===== config.mk =====
export PLATFORM = sky130hd
export DESIGN_NAME = tlc_request_arbiter
export DESIGN_NICKNAME = d
export VERILOG_FILES = /design/src/rtl/tlc_request_arbiter_pkg.sv /design/src/rtl/tlc_request_arbiter_sensor_debounce.sv /design/src/rtl/tlc_request_arbiter.sv
export SDC_FILE = /design/constraint.sdc
export NUM_CORES = 1
export LEC_CHECK = 0
export ABC_CLOCK_PERIOD_IN_PS = 2200
export CAP_MARGIN = 10
export CORE_MARGIN = 5
export CORE_UTILIZATION = 55
export CTS_CLUSTER_SIZE = 8
export DETAILED_ROUTE_END_ITERATION = 6
export PLACE_DENSITY = 0.84
export REMOVE_ABC_BUFFERS = 1
export SYNTH_ARGS = -nofsm -noshare
export SYNTH_HDL_FRONTEND = slang
export SYNTH_SLANG_ARGS = --single-unit
export TNS_END_PERCENT = 1

===== constraint.sdc =====
create_clock -name clk -period 2.2 [get_ports clk]
set_input_delay 0.22 -clock clk [delete_from_list [all_inputs] [get_ports clk]]
set_output_delay 0.22 -clock clk [all_outputs]
set_load 0.02 [all_outputs]

===== src/rtl/tlc_request_arbiter_pkg.sv =====
// Shared light-controller types: phase encoding, arbiter states and the
// mod-5 phase successor used by the round-robin scan.
package tlc_request_arbiter_pkg;

    typedef enum logic [2:0] {
        PH_S = 3'd0,
        PH_E = 3'd1,
        PH_W = 3'd2,
        PH_L = 3'd3,
        PH_N = 3'd4
    } phase_t;

    localparam int NUM_PHASES = 5;

    typedef enum logic [1:0] {
        ST_IDLE    = 2'd0,
        ST_OFFER   = 2'd1,
        ST_SERVING = 2'd2
    } arb_state_t;

    // Successor phase with an explicit wrap from PH_N back to PH_S, so the
    // 3-bit value never passes through the unused codes 5..7.
    function automatic phase_t next_phase(phase_t p);
        phase_t n;
        case (p)
            PH_S:    n = PH_E;
            PH_E:    n = PH_W;
            PH_W:    n = PH_L;
            PH_L:    n = PH_N;
            PH_N:    n = PH_S;
            default: n = PH_S;
        endcase
        return n;
    endfunction

endpackage


===== src/rtl/tlc_request_arbiter_sensor_debounce.sv =====
// Per-sensor debouncer: the clean output rises only after the raw input
// has been high for DEBOUNCE consecutive cycles and drops as soon as it
// goes low.
module sensor_debounce #(
    parameter int DEBOUNCE = 2
) (
    input  logic clk,
    input  logic reset,
    input  logic raw,
    output logic clean
);

    localparam int            CW      = $clog2(DEBOUNCE + 1);
    localparam logic [CW-1:0] CNT_MAX = CW'(DEBOUNCE);

    logic [CW-1:0] count_d;
    logic [CW-1:0] count_q;

    // Count consecutive high cycles, saturating at DEBOUNCE; any low cycle restarts.
    always_comb begin
        count_d = count_q;
        if (!raw) begin
            count_d = '0;
        end else if (count_q != CNT_MAX) begin
            count_d = count_q + 1'b1;
        end
    end

    // Counter register with synchronous reset.
    always_ff @(posedge clk) begin
        if (reset) begin
            count_q <= '0;
        end else begin
            count_q <= count_d;
        end
    end

    assign clean = (count_q == CNT_MAX);

endmodule


===== src/rtl/tlc_request_arbiter.sv =====
// Front-end scheduler for the 5-phase intersection controller: debounces
// sensors, latches per-phase requests, picks the next phase (round-robin
// with starvation override) and offers it over a valid/ready handshake.
// Optional emergency preemption is enabled by TLC_EMERGENCY_PREEMPT_EN.
module tlc_request_arbiter
    import tlc_request_arbiter_pkg::*;
#(
    parameter int DEBOUNCE = 2,
    parameter int MAX_WAIT = 20,
    parameter int WAIT_W   = 5
) (
    input  logic       clk,
    input  logic       reset,
    input  logic       e_str_sensor,
    input  logic       w_str_sensor,
    input  logic       e_left_sensor,
    input  logic       w_left_sensor,
    input  logic       ns_sensor,
    input  logic       grant_ready,
    input  logic       phase_done,
`ifdef TLC_EMERGENCY_PREEMPT_EN
    input  logic       emerg_req,
    input  logic [2:0] emerg_phase,
    output logic       preempt,
`endif
    output logic       grant_valid,
    output logic [2:0] grant_phase,
    output logic [4:0] pending,
    output logic       starved
);

    localparam logic [WAIT_W-1:0] WAIT_MAX = WAIT_W'(MAX_WAIT);

    logic esClean, wsClean, elClean, wlClean, nsClean;
    logic [NUM_PHASES-1:0] demand;
    logic [NUM_PHASES-1:0] clearMask;
    logic [NUM_PHASES-1:0] serveMask;
    logic [NUM_PHASES-1:0] starvedMask;
    logic                  handshake;
    logic                  offerReq;
    phase_t                winner;
    phase_t                cand;
    logic                  found;

    arb_state_t            state_d, state_q;
    phase_t                grantPhase_d, grantPhase_q;
    phase_t                lastPhase_d, lastPhase_q;
    logic [NUM_PHASES-1:0] pending_d, pending_q;
    logic [WAIT_W-1:0]     waitCnt_d [NUM_PHASES];
    logic [WAIT_W-1:0]     waitCnt_q [NUM_PHASES];

    sensor_debounce #(.DEBOUNCE(DEBOUNCE)) u_dbEs (.clk(clk), .reset(reset), .raw(e_str_sensor),  .clean(esClean));
    sensor_debounce #(.DEBOUNCE(DEBOUNCE)) u_dbWs (.clk(clk), .reset(reset), .raw(w_str_sensor),  .clean(wsClean));
    sensor_debounce #(.DEBOUNCE(DEBOUNCE)) u_dbEl (.clk(clk), .reset(reset), .raw(e_left_sensor), .clean(elClean));
    sensor_debounce #(.DEBOUNCE(DEBOUNCE)) u_dbWl (.clk(clk), .reset(reset), .raw(w_left_sensor), .clean(wlClean));
    sensor_debounce #(.DEBOUNCE(DEBOUNCE)) u_dbNs (.clk(clk), .reset(reset), .raw(ns_sensor),     .clean(nsClean));

    assign demand[PH_S] = esClean | wsClean;
    assign demand[PH_E] = elClean | esClean;
    assign demand[PH_W] = wlClean | wsClean;
    assign demand[PH_L] = elClean | wlClean;
    assign demand[PH_N] = nsClean;

    assign handshake = (state_q == ST_OFFER) && grant_ready;

    // Decode which phase is being cleared by a handshake and which is currently offered/served.
    always_comb begin
        clearMask = '0;
        serveMask = '0;
        if (handshake) begin
            clearMask[grantPhase_q] = 1'b1;
        end
        if (state_q != ST_IDLE) begin
            serveMask[grantPhase_q] = 1'b1;
        end
    end

    // Request latch and per-phase wait counters; a handshake clear beats a same-cycle set.
    always_comb begin
        pending_d = (pending_q | demand) & ~clearMask;
        for (int p = 0; p < NUM_PHASES; p++) begin
            waitCnt_d[p]   = waitCnt_q[p];
            starvedMask[p] = pending_q[p] && (waitCnt_q[p] >= WAIT_MAX);
            if (clearMask[p]) begin
                waitCnt_d[p] = '0;
            end else if (pending_q[p] && !serveMask[p] && (waitCnt_q[p] < WAIT_MAX)) begin
                waitCnt_d[p] = waitCnt_q[p] + 1'b1;
            end
        end
    end

    // Winner selection: emergency (if built in), then lowest starved phase, then round-robin after last_phase.
    always_comb begin
        winner   = lastPhase_q;
        found    = 1'b0;
        cand     = lastPhase_q;
        offerReq = |pending_q;
        for (int k = 0; k < NUM_PHASES; k++) begin
            cand = next_phase(cand);
            if (!found && pending_q[cand]) begin
                winner = cand;
                found  = 1'b1;
            end
        end
        for (int p = NUM_PHASES - 1; p >= 0; p--) begin
            if (starvedMask[p]) begin
                winner = phase_t'(3'(p));
            end
        end
`ifdef TLC_EMERGENCY_PREEMPT_EN
        if (emerg_req && (emerg_phase <= 3'd4)) begin
            winner   = phase_t'(emerg_phase);
            offerReq = 1'b1;
        end
`endif
    end

    // Arbiter FSM next state: offer a winner, wait for acceptance, then wait for phase completion.
    always_comb begin
        state_d      = state_q;
        grantPhase_d = grantPhase_q;
        lastPhase_d  = lastPhase_q;
        case (state_q)
            ST_IDLE: begin
                if (offerReq) begin
                    grantPhase_d = winner;
                    state_d      = ST_OFFER;
                end
            end
            ST_OFFER: begin
                if (grant_ready) begin
                    lastPhase_d = grantPhase_q;
                    state_d     = ST_SERVING;
                end
            end
            ST_SERVING: begin
                if (phase_done) begin
                    state_d = ST_IDLE;
                end
            end
            default: state_d = ST_IDLE;
        endcase
    end

    // State, request and counter registers; reset abandons any offer and drops all requests.
    always_ff @(posedge clk) begin
        if (reset) begin
            state_q      <= ST_IDLE;
            grantPhase_q <= PH_S;
            lastPhase_q  <= PH_N;
            pending_q    <= '0;
            for (int p = 0; p < NUM_PHASES; p++) begin
                waitCnt_q[p] <= '0;
            end
        end else begin
            state_q      <= state_d;
            grantPhase_q <= grantPhase_d;
            lastPhase_q  <= lastPhase_d;
            pending_q    <= pending_d;
            for (int p = 0; p < NUM_PHASES; p++) begin
                waitCnt_q[p] <= waitCnt_d[p];
            end
        end
    end

    assign grant_valid = (state_q == ST_OFFER);
    assign grant_phase = grantPhase_q;
    assign pending     = pending_q;
    assign starved     = |starvedMask;

`ifdef TLC_EMERGENCY_PREEMPT_EN
    assign preempt = (state_q == ST_SERVING) && emerg_req && (emerg_phase <= 3'd4)
                     && (grantPhase_q != phase_t'(emerg_phase));
`endif

endmodule

; Word level (Yosys, flattened, before mapping)
; Memories as Yosys holds them, arrays and structs flattened.
; Cells that the tools add are included.
[classes]
add_sub_neg = 10
n_lt_le_gt_ge = 17
eq_ne = 30
muxes = 55
n_bitwise = 17
n_reduce_logical = 47
[op_table]
columns = cell, count
row1 = two-way mux 5 bit, 17
row2 = one-hot mux 3 bit (4 select lines), 5
row3 = equality test 3 x 2 -> 1 bit (second input constant), 10
row4 = two-way mux 3 bit, 10
row5 = adder 5 x 1 -> 5 bit (second input constant), 5
row6 = >= comparator 5 bit (second input constant), 5
row7 = less-than comparator 5 bit (second input constant), 5
row8 = less-than comparator 3 x 4 -> 1 bit (second input constant), 6
row9 = logical AND 1 bit, 21
row10 = != test 2 bit (second input constant), 8
row11 = binary-select mux 1 bit (select 3 bit), 5
row12 = equality test 3 x 1 -> 1 bit (second input constant), 5
row13 = logical NOT 3 bit, 5
row14 = two-way mux 1 bit, 13
row15 = equality test 2 bit (second input constant), 6
row16 = adder 2 x 1 -> 2 bit (second input constant), 5
row17 = OR reduction 2 bit, 5
row18 = OR reduction 5 bit, 2
row19 = logical NOT 1 bit, 9
row20 = bitwise OR 1 bit, 9
row21 = two-way mux 2 bit, 3
row22 = one-hot mux 2 bit (3 select lines), 1
row23 = bitwise AND 5 bit, 1
row24 = inverter 1 bit, 5
row25 = other kinds (9), 10
[word_totals]
ff_bits = 23
ram_bits = 25
in_bits = 9
output_inout_bits = 10
n_memories = 1
[memory_table]
columns = name, words, width, rd, rd_ports_with_merged_regs, write_ports, line
row1 = waitCnt_q, 5, 5, 5, 0, 5, tlc_request_arbiter.sv:50  ; logic [WAIT_W-1:0] waitCnt_q [NUM_PHASES];

; Depth between registers and ports, before layout
[depth]
ltp_word = 22
ltp_mapped = 8
depth_no_buf = 6

; Modules after synthesis
; From an unflattened synthesis, not the netlist that was laid out.
[unflattened]
hier_cells = 347
hier_area_um2 = 2884.0
[by_module_without_submodules]
columns = mod, instances, cells_each, area_each_um2
row1 = tlc_request_arbiter, 1, 292, 2352.3
row2 = sensor_debounce, 5, 11, 106.4

; Worst setup path after synthesis
; No wires, ideal clock.
[synth_path]
path_kind = register -> register
start = register pending_q[3], in the netlist pending[3]
end = register grantPhase_q[1], in the netlist grant_phase[1]
setup_time_ns = 0.064
t_arrival_ns = 1.892
required_ns = 2.136
setup_slack_ns = 0.244
stages_incl_launch_ff = 8
n_path_buf = 1
cell_sequence = dfxtp_1 -> buf_6 -> or4_4 -> o21ai_4 -> mux2_4 -> o22ai_2 -> o31ai_2 -> nor2_1
[synth_between]
elab_chain_len = 20
word_cells_on_any_way = 35
[synth_lines]
columns = item, line
row1 = "start, declared", tlc_request_arbiter.sv:48  ; logic [NUM_PHASES-1:0] pending_d, pending_q;
row2 = "start signal, assigned", tlc_request_arbiter.sv:159  ; pending_q <= pending_d;
row3 = binary-select mux 1 bit (select 3 bit), tlc_request_arbiter.sv:100  ; if (!found && pending_q[cand]) begin
row4 = two-way mux 1 bit (implied by the code), tlc_request_arbiter.sv:100
row5 = two-way mux 1 bit, tlc_request_arbiter.sv:100
row6 = logical NOT 1 bit, tlc_request_arbiter.sv:100
row7 = logical AND 1 bit, tlc_request_arbiter.sv:100
row8 = two-way mux 1 bit, tlc_request_arbiter.sv:100
row9 = logical NOT 1 bit, tlc_request_arbiter.sv:100
row10 = logical AND 1 bit, tlc_request_arbiter.sv:100
row11 = two-way mux 1 bit, tlc_request_arbiter.sv:100
row12 = logical NOT 1 bit, tlc_request_arbiter.sv:100
row13 = logical AND 1 bit, tlc_request_arbiter.sv:100
row14 = two-way mux 1 bit, tlc_request_arbiter.sv:100
row15 = logical NOT 1 bit, tlc_request_arbiter.sv:100
row16 = logical AND 1 bit, tlc_request_arbiter.sv:100
row17 = two-way mux 3 bit, tlc_request_arbiter.sv:100
row18 = two-way mux 3 bit (5 in a row), tlc_request_arbiter.sv:106  ; if (starvedMask[p]) begin
row19 = "end signal, assigned", tlc_request_arbiter.sv:157  ; grantPhase_q <= grantPhase_d;
row20 = "end, declared", tlc_request_arbiter.sv:46  ; phase_t grantPhase_d, grantPhase_q;
; Parallel ways exist; a longest one is shown, timed or not. The select of a mux whose other input is x is not followed.
; A chain may end at the register's enable or synchronous reset.

; Worst setup path after layout
[layout_path]
start = register lastPhase_q[0]
end = register grantPhase_q[2], in the netlist grant_phase[2]
[layout_between]
elab_chain_len = 22
word_cells_on_any_way = 57
[layout_lines]
columns = item, line
row1 = "start, declared", tlc_request_arbiter.sv:47  ; phase_t lastPhase_d, lastPhase_q;
row2 = "start signal, assigned", tlc_request_arbiter.sv:158  ; lastPhase_q <= lastPhase_d;
row3 = "equality test 3 x 2 -> 1 bit, or another cell as far along", tlc_request_arbiter_pkg.sv:25  ; case (p)
row4 = one-hot mux 3 bit (4 select lines) (*), tlc_request_arbiter_pkg.sv:25
row5 = "parallel branches: the longest is 14 deep, another holds one-hot mux 3 bit (4 select lines)", --
row6 = two-way mux 3 bit (*), tlc_request_arbiter.sv:100
row7 = two-way mux 3 bit (*) (5 in a row), tlc_request_arbiter.sv:106
; Mark *: on every way between the ends. The select of a mux whose other input is x is not followed.

==> results.py <==
metrics = {
    "finish": {
        "final_common_cell": "nor2_1",
        "drive_gt1_share_pct": 11.47,
        "syn_to_final_growth_pct": 13.62,
        "finish.utilization_pct": 63.95,
        "nFillCells": 460,
        "layout.nets": 398,
        "final_cell_mix": "nor2_1, dfxtp_1, nand2_1",
        "diodes": 0,
    },
    "worst_setup_path": {
        "r2r_start": "lastPhase_q[0]",
        "path_cells": "nand2b_1 -> o21ai_4 -> o32ai_4 -> nand2b_2 -> o311a_1 -> a221oi_2",
        "worstSetupEndpointType": "register",
        "worst-path-max-fanout": 11,
        "r2r_cells": 6,
        "reg2reg_to": "grant_phase[2]",
        "setup.worst_path.class": "register to register",
        "start_kind": "register",
        "crit_slowest_cell": "dfxtp_1",
        "ff2ff_setup_slack_ns": 0.15,
        "slowest_delay_ns": 0.54,
        "worstPathArrival_ns": 2.27,
        "worstPathRequired_ns": 2.42,
    },
    "place": {
        "hpwl_mm": 4.831,
        "gp_congestion": 0.9883,
        "portBuffers": 18,
        "place_ws_ns": 0.1019,
    },
    "global_route": {
        "grt_pass1_wl_mm": 10.84,
        "grtUsageTotal_pct": 20.63,
        "grt_max_degree": 16,
        "grt_overflow_total": 0,
        "first_global_vias": 2384,
        "antenna_found_initial": 0,
    },
    "sta": {
        "rsz0062_at_grt": "no",
        "max_freq_mhz": 488.8,
        "tightest_slew_ns": 0.5482,
        "setup_ws_ns": 0.1542,
        "fin_tns_setup_ns": 0,
        "period_needed_ns": 2.046,
        "setup_viol_count_final": 0,
        "maxSlewViolCount": 0,
        "fin_worst_skew_ns": 0.003977,
        "finalCritPeriodShare_pct": 92.99,
        "relSlewSlack_pct": 62.99,
        "hold_viol_final": 0,
    },
    "cts": {
        "cts_tree": "built",
        "cts_setup_buffers": 0,
        "h-tree-depth": 2,
        "cts_root_buffer": "clkbuf_8",
        "clk_pin_slew_ns": 0.08,
        "clkSinkCount": 48,
        "clock_latency_ns": 0.30,
        "clk_path_buf_depth": 2,
        "cts_made_buffers": 5,
    },
    "power_and_ir_drop": {
        "power_density_mw_per_mm2": 632.8,
        "leakagePower_nw": 1.278,
        "irDropWorstVdd_v": 0.0004058,
    },
    "run_status": {
        "status": "complete, no violations",
    },
    "floorplan": {
        "die_w_um": 82.07,
        "coreArea_mm2": 0.005075,
        "ios": 19,
        "fp.dieArea_mm2": 0.006735,
        "row_count": 26,
        "start_util_pct": 56.29,
        "die_y_um": 82.07,
    },
    "routing": {
        "drc": 0,
        "ant_nets": 0,
        "drt_iter0_drc": 162,
        "drt-total-wl_mm": 6.360,
        "vias": 2583,
        "viasPerCell": 5.804,
        "wire_per_inst_um": 14.29,
        "drt_first_pass_iters": 5,
    },
    "synth": {
        "yosys_warnings": 0,
        "synth_area_mm2": 0.002856,
        "synth-edff-count": 0,
        "synth_seq_cells": 48,
        "synth_area_leaders": "dfxtp_1, nor2_1, ha_1",
        "synth-main-ff-cell": "dfxtp_1",
        "async_flop_share_pct": 0,
        "syn_area_per_cell_um2": 8.208,
        "synth_cell_types": 63,
        "ys_seq_area_share_pct": 33.64,
        "yosysTopAreaCell": "dfxtp_1",
        "synth_cells": 348,
        "synth.top_cell.area_share_pct": 33.64,
    },
    "worst_hold_path": {
        "min_path_cells": 3,
        "hold_path_class": "input port to register",
        "min-delay-start": "w_str_sensor",
        "hold_path_end": "u_dbWs.count_q[0]",
    },
    "job": {
        "cap_violations": 0,
    },
}
-- sequential cells by signal, indices dropped and copies added (netlist names) --
signal	count
lastPhase_q	3
u_dbNs.count_q	2
u_dbWs.count_q	2
u_dbEl.count_q	2
waitCnt_q	25
state_q	2
pending	5
grant_phase	3
u_dbWl.count_q	2
u_dbEs.count_q	2
-- synth_stat cells, types with 3 or more instances --
cell      number
nand4_1        6
nand3_1        6
a21oi_1       19
a41oi_1        5
buf_2          3
xnor2_1        5
nor2_1        63
nand2_1       29
o21ai_1        3
o21ai_0       14
clkbuf_1       7
buf_6          3
inv_1         23
xor2_1        16
nand2b_1       5
mux2i_1        8
ha_1          15
dfxtp_1       48
nor3_1        11
o221ai_1       5
a31oi_1        3
-- metal layers --
| metal | global-route usage [%] | vias up | part of all wire [%] |
|---|---|---|---|
| li1 | - | 1267 | - |
| met1 | 24.93 | 1181 | 42 |
| met2 | 34.09 | 108 | 48 |
| met3 | 3.947 | 27 | 6.3 |
| met4 | 11.63 | 0 | 3.6 |
| met5 | 0 | - | 0 |
-- cell families (layout without fill, tap and decap cells) --
family          Yosys count  in the layout  share of synthesized area, %
compound gates           83             83                         22.30
buf+inv                  38             65                         6.044
xor+xnor                 21             21                         6.439
mux                      12             12                         4.599
flops                    48             48                         33.64
simple gates            131            131                         20.41
fa+ha+maj                15             15                         6.570
-- critical path: cells and delay by family, from the launching register on --
family	cells	cell delay, ns
AO/OA/AOI/OAI	4	0.95
AND/OR/NAND/NOR	2	0.47
flip-flops	1	0.54
-- area by class of cell --
cell class	instances	area, um2	area share (%)
Inverter	24	90.09	2.776
Multi-Input combinational cell	262	1723	53.08
Sequential cell	48	963.4	29.68
Tap cell	70	87.58	2.699
Timing Repair Buffer	33	291.5	8.982
Clock buffer	8	90.09	2.776
-- power breakdown --
part / total, mW / internal (mW) / switching [mW]
combinational: 0.545 / 0.245 / 0.300
sequential: 0.973 / 0.911 / 0.0626
clock: 0.535 / 0.257 / 0.279
total: 2.05 / 1.41 / 0.641
-- timing repair --
item / CTS / global route
setup endpoints to repair: 1 / 1
pin swaps: 0 / 0
gates resized for setup: 3 / 1
hold buffers: 0 / 0
-- worst max-delay path by stage --
stage                         from              to
CTS                 lastPhase_q[1]  grant_phase[2]
finish              lastPhase_q[0]  grant_phase[2]
global placement    lastPhase_q[1]  grant_phase[2]
floorplan           lastPhase_q[1]  grant_phase[2]
global route        lastPhase_q[0]  grant_phase[2]
detailed placement  lastPhase_q[1]  grant_phase[2]
-- through the flow --
stage | cells | hold slack (ns) | instance area (um2) | power [mW]
floorplan | 334 | 0.2862 | 2774 | 1.352
global route | 445 | 0.4670 | 3246 | 2.178
global placement | 437 | 0.4475 | 3154 | 1.513
detailed placement | 437 | 0.4665 | 3154 | 1.529
CTS | 445 | 0.4695 | 3244 | 2.067
finish | 445 | 0.4756 | 3246 | 2.054
(Power assumes the default switching activity.)
